<file path="config.mk">
export PLATFORM = sky130hd
export DESIGN_NAME = hit_judge
export DESIGN_NICKNAME = d
export VERILOG_FILES = /design/src/rtl/hit_judge.sv
export SDC_FILE = /design/constraint.sdc
export NUM_CORES = 1
export LEC_CHECK = 0
export ABC_AREA = 1
export BUFFER_PORTS_ARGS = -buffer_cell sky130_fd_sc_hd__buf_2
export CORE_UTILIZATION = 55
export CTS_CLUSTER_SIZE = 25
export DETAILED_ROUTE_END_ITERATION = 12
export PLACE_DENSITY = 0.77
export SYNTH_ARGS = -nofsm -noshare
export SYNTH_HDL_FRONTEND = slang
export SYNTH_SLANG_ARGS = --single-unit
</file>
<file path="constraint.sdc">
create_clock -name clk -period 2.3 [get_ports clk]
set_input_delay 0.69 -clock clk [delete_from_list [all_inputs] [get_ports clk]]
set_output_delay 0.69 -clock clk [all_outputs]
set_load 0.02 [all_outputs]
</file>
<file path="src/rtl/hit_judge.sv">
// Drum hit judge: rates a pad press against a per-note timing window (GREAT / GOOD / MISS).
// Optional build macro EMPTY_HIT_PENALTY_EN penalises presses made while no window is open.
module hit_judge #(
    parameter int WINDOW       = 24,
    parameter int GREAT_WINDOW = 8
) (
    input  logic       clk,
    input  logic       reset,
    input  logic       note_arrive,
    input  logic       note_type,
    input  logic       drum_don,
    input  logic       drum_ka,
    output logic       increase_score,
    output logic       decrease_score,
    output logic [1:0] judge,
    output logic       window_open
);

    localparam logic [0:0] IDLE = 1'b0;
    localparam logic [0:0] OPEN = 1'b1;

    localparam logic [1:0] J_NONE  = 2'b00;
    localparam logic [1:0] J_GOOD  = 2'b01;
    localparam logic [1:0] J_GREAT = 2'b10;
    localparam logic [1:0] J_MISS  = 2'b11;

    localparam logic [7:0] CNT_LAST  = 8'(WINDOW - 1);
    localparam logic [7:0] GREAT_LIM = 8'(GREAT_WINDOW);

    logic [0:0] state, state_n;
    logic [7:0] cnt, cnt_n;
    logic       cur_type, type_n;
    logic       prev_don, prev_ka;
    logic       inc_n, dec_n;
    logic [1:0] judge_n;

    logic don_edge, ka_edge, any_edge, match_hit;

    assign don_edge  = drum_don & ~prev_don;
    assign ka_edge   = drum_ka & ~prev_ka;
    assign any_edge  = don_edge | ka_edge;
    // A hit needs exactly one pad edge and it must be the latched note type.
    assign match_hit = cur_type ? (ka_edge & ~don_edge) : (don_edge & ~ka_edge);

    // NOTE: every combinational output gets a default first, so no path can infer a latch.
    always_comb begin
        state_n = state;
        cnt_n   = cnt;
        type_n  = cur_type;
        inc_n   = 1'b0;
        dec_n   = 1'b0;
        judge_n = judge;

        if (state == OPEN) begin
            cnt_n = cnt + 8'd1;
            if (match_hit) begin
                inc_n   = 1'b1;
                judge_n = (cnt < GREAT_LIM) ? J_GREAT : J_GOOD;
                state_n = IDLE;
            end else if (any_edge || note_arrive || cnt == CNT_LAST) begin
                dec_n   = 1'b1;
                judge_n = J_MISS;
                state_n = IDLE;
            end
            // A new note always wins the window, after the current one was judged above.
            if (note_arrive) begin
                state_n = OPEN;
                cnt_n   = 8'd0;
                type_n  = note_type;
            end
        end else begin
            if (note_arrive) begin
                state_n = OPEN;
                cnt_n   = 8'd0;
                type_n  = note_type;
            end
`ifdef EMPTY_HIT_PENALTY_EN
            if (any_edge) begin
                dec_n   = 1'b1;
                judge_n = J_MISS;
            end
`endif
        end
    end

    // NOTE: sequential state uses non-blocking assignments only, so all flops update together.
    always_ff @(posedge clk or posedge reset) begin
        if (reset) begin
            state          <= IDLE;
            cnt            <= 8'd0;
            cur_type       <= 1'b0;
            prev_don       <= 1'b1;  // a pad held through reset release must not look like a press
            prev_ka        <= 1'b1;
            increase_score <= 1'b0;
            decrease_score <= 1'b0;
            judge          <= J_NONE;
            window_open    <= 1'b0;
        end else begin
            state          <= state_n;
            cnt            <= cnt_n;
            cur_type       <= type_n;
            prev_don       <= drum_don;
            prev_ka        <= drum_ka;
            increase_score <= inc_n;
            decrease_score <= dec_n;
            judge          <= judge_n;
            window_open    <= (state_n == OPEN);
        end
    end

endmodule

</file>
# Word-level counts from Yosys, hierarchy flattened
# Index checks and enable logic that the tools add are counted.
# word_totals
output_inout_bits	5
in_bits	6
regBits	16
elab_cells	42
# classes
n_bitwise	9
reduce_logical	5
n_eq_ne	1
add_sub_neg	1
n_lt_le_gt_ge	1
mux	17
# op_table
cell	count
$mux W8	3
$mux W1	11
$add A8 B1 Y8 const B	1
$eq A8 B5 Y1 const B	1
$lt A8 B4 Y1 const B	1
$mux W2	3
$and A1 B1 Y1	4
$not A1 Y1	4
$reduce_bool A2 Y1	2
$logic_or A1 B1 Y1	2
$reduce_and A2 Y1	1
$or A1 B1 Y1	1

# Longest topological paths before layout
# logic_depth
ltp_word	9
ltp_mapped	8
mapped_depth_nobuf	8

# Least setup slack after synthesis
# Ideal clock, no wire load.
# synth_timing
kind	input port to flip-flop
startpoint	in drum_ka
endpoint	reg judge[0]
setup_ns	0.117
setup_slack_ns	1.083
path_stages	7
path_buffers	0
required_ns	2.183
arrival_time_ns	1.099
cell_sequence	inv_1 nor2_1 nand2_1 nand2_1 nand3_1 nand3_1 nand2_1
# synth_between
elab_chain_cells	6
elab_cells_between_ends	11
cone_classes	mux (2); bitwise (5); reduce/logical (4)
# synth_rtl
item	line_no	source
start, declared	12	input logic drum_ka,
$and A1 B1 Y1 *	40	assign ka_edge = drum_ka & ~prev_ka;
$not A1 Y1 / $or A1 B1 Y1 (equally long branches)	43, 41	
$and A1 B1 Y1 / $logic_or A1 B1 Y1 (equally long branches)	43, 60	
$mux W1 / $logic_or A1 B1 Y1 (equally long branches)	43, 60	
$reduce_bool A2 Y1 (no line)	n/a	
$reduce_and A2 Y1 (no line)	n/a	
end signal, assigned	106	judge <= judge_n;
end, declared	15	output logic [1:0] judge,
# Mark *: on every way between the ends. The rest lies on a longest branch, timed or not.
# A chain may end at the register's enable or synchronous reset.

==> flow_summary_export.csv <==
group,metric,value,unit
timing,drv_slew,0,
worst_setup_path,worstPathArrival,1.08,ns
floorplanning,design.portCount,11,
floorplanning,rows,13,
synthesis,syn_inst,97,
synthesis,synth.most_common_cell,"nand2_1",
floorplanning,core,1320,µm²
clocking,cts_resized,0,
synthesis,synth_ff_type,"dfrtp_1",
layout,area_growth,11.8,%
synthesis,yosysUniqueCellTypes,18,
layout,final_layout_size_suffix_gt1_frac,0.218,
worst_setup_path,critPathBufInv,1,
clocking,path_clk_slew,0.09,ns
timing,slew_headroom,0.602,
run_status,status,"finished, final reports clean",
clocking,ctsHtreeMaxLevel,1,
synthesis,syn_nets,104,
pwr,p_leak,0.473,nW
routing,route.antenna.remaining_nets,0,
timing,fin_skew,0.00300,ns
routing,drt-initial-drc-count,25,
pwr,ir_worst_vdd,0.365,mV
timing,setup_violations,0,
clocking,post-cts-setup-buffers,0,
worst_setup_path,cp_slowest_cell,"dfrtp_1",
global_routing,gr-usage-met1,0.261,
placed_design,io_buffers,10,
worst_setup_path,end_kind,"output port",
timing,hold_viol_final,0,
floorplanning,die_h,40.1,µm
timing,fmax,566,MHz
placed_design,hpwlAfterDp,1070,µm
placed_design,gp_congestion,0.766,
global_routing,grt_busiest_layer,"met2",
timing,tightest_slew,0.596,ns
layout,num-nets-final,118,
synthesis,yosysTopAreaCellShare,0.439,
global_routing,grt.met3_usage,0.0333,
routing,drc,0,
global_routing,grt.overflow.total,0,
global_routing,grt_antenna_before_repair,0,
clocking,clock_sinks,16,
floorplanning,die_area,1610,µm²
routing,vias_per_cell,5.30,
hold_path,holdCritPathClass,"input port to asynchronous set/reset pin",
layout,regArea,403,µm²
routing,num_vias,662,
pwr,fin_total_pwr,0.574,mW
routing,wl,1410,µm
timing,fin_worst_hold_slack,0.453,ns
global_routing,grt_max_degree,17,
global_routing,grt_use_total,0.221,
clocking,numCtsBuffers,3,
worst_setup_path,cp_cell_sequence,"buf_2",
routing,wl_per_cell,11.2,µm
worst_setup_path,slowest_delay,0.56,ns
synthesis,ys_seq_elements,16,
synthesis,ys_warn_count,0,
layout,fillers,106,
synthesis,ys_seq_area_frac,0.505,
clocking,cts_buffer_depth,2,
worst_setup_path,criticalPathCategory,"flip-flop to output port",
clocking,clkLatencyLatePin,0.29,ns
timing,rsz0062_at_grt,"false",
layout,multi_input_area,329,µm²
pwr,pwr_density_cell,643,nW/µm²
layout,diodes,0,
floorplanning,start_util,0.606,
layout,fin_util,0.677,
worst_setup_path,r2r-start,"cnt[0]",
synthesis,synth_area_leaders,"dfrtp_1, nand2_1, dfstp_2",
synthesis,syn_area,798,µm²
synthesis,yosysTopAreaCell,"dfrtp_1",
clocking,tritoncts,"built",
synthesis,synth_edf_count,0,
synthesis,synthTopCellsByCount,"nand2_1, dfrtp_1, inv_1",
worst_setup_path,cp_max_fo,9,
timing,fin_crit,1.77,ns
synthesis,synth_area_per_cell,8.23,µm²
timing,finalCritPeriodShare,0.769,
worst_setup_path,startpoint,"state",
global_routing,grt_pass1_wl,2260,µm
timing,finalSetupTns,0,ns
clocking,cts_hold_buf,0,
worst_setup_path,cp.required,1.61,ns
routing,dr.pass1.iters,4,
job,maxCapViolations,0,
worst_setup_path,start_kind,"flip-flop",
clocking,cts_root_buf,"clkbuf_4",
global_routing,use_met2,0.375,
floorplanning,die_w,40.1,µm
worst_setup_path,crit_family,"flip-flops",
synthesis,synthArstFlopShare,1.00,
global_routing,grt_pass1_vias,556,
## logic make-up (layout without fill, tap and decap cells)
kind of cell	count (synthesis)	in the layout	share of synthesized area
buffers and inverters	15	28	0.0831
AND/OR/NAND/NOR	52	52	0.296
adder cells (fa/ha/maj)	1	1	0.0157
flip-flops	16	16	0.505
AO/OA/AOI/OAI	13	13	0.100
## registers in the layout (all words and copies together) (netlist names)
name / count
cnt: 8
increase_score: 1
judge: 2
prev_ka: 1
decrease_score: 1
cur_type: 1
prev_don: 1
state: 1
## per-layer routing
metal	wire, µm	part of all wire
met2	685	0.49
met1	621	0.44
met4	33	0.023
met5	0	0
met3	65	0.046
## per-stage QoR
step | std cells | instance area, µm² | worst slack, ns
after floorplan | 97 | 798 | 1.08
after detailed placement | 121 | 856 | 0.848
after global placement | 121 | 856 | 0.860
after CTS | 125 | 892 | 0.532
final | 125 | 892 | 0.532
after global routing | 125 | 892 | 0.490
## worst paths after layout
check	end	depth (start not counted)	slack, ns
min in group clk	judge[0]	2	0.49
worst max-delay path	window_open	1	0.53
worst min register to register	judge[0]	2	0.49
worst max register to register	judge[0]	8	0.96
max in group asynchronous	cnt[1]	2	1.46
worst min-delay path	cnt[5]	2	0.45
## cells in the final DEF (no fill, tap or decap), types with 2 or more instances in the layout
cell type / n
nor2_4: 2
a21oi_1: 5
dfstp_2: 2
clkbuf_4: 3
nand2_1: 26
nand3_1: 8
nand2_2: 2
dfrtp_1: 14
o21ai_0: 5
nor2_1: 11
o21bai_2: 2
inv_1: 13
buf_2: 10
## report_power, final
part           internal, mW  switching (mW)
Sequential            0.300          0.0134
Clock                0.0964          0.0876
Combinational        0.0248          0.0515
Total                 0.421           0.153
## area by class of cell
class / instances / area share
sequential: 16 / 0.452
clock buffer: 4 / 0.0407
inverter: 14 / 0.0617
multi-input combinational: 66 / 0.369
timing repair buffer: 10 / 0.0561
tap: 15 / 0.0210
Power figures use the tool's default switching activity.
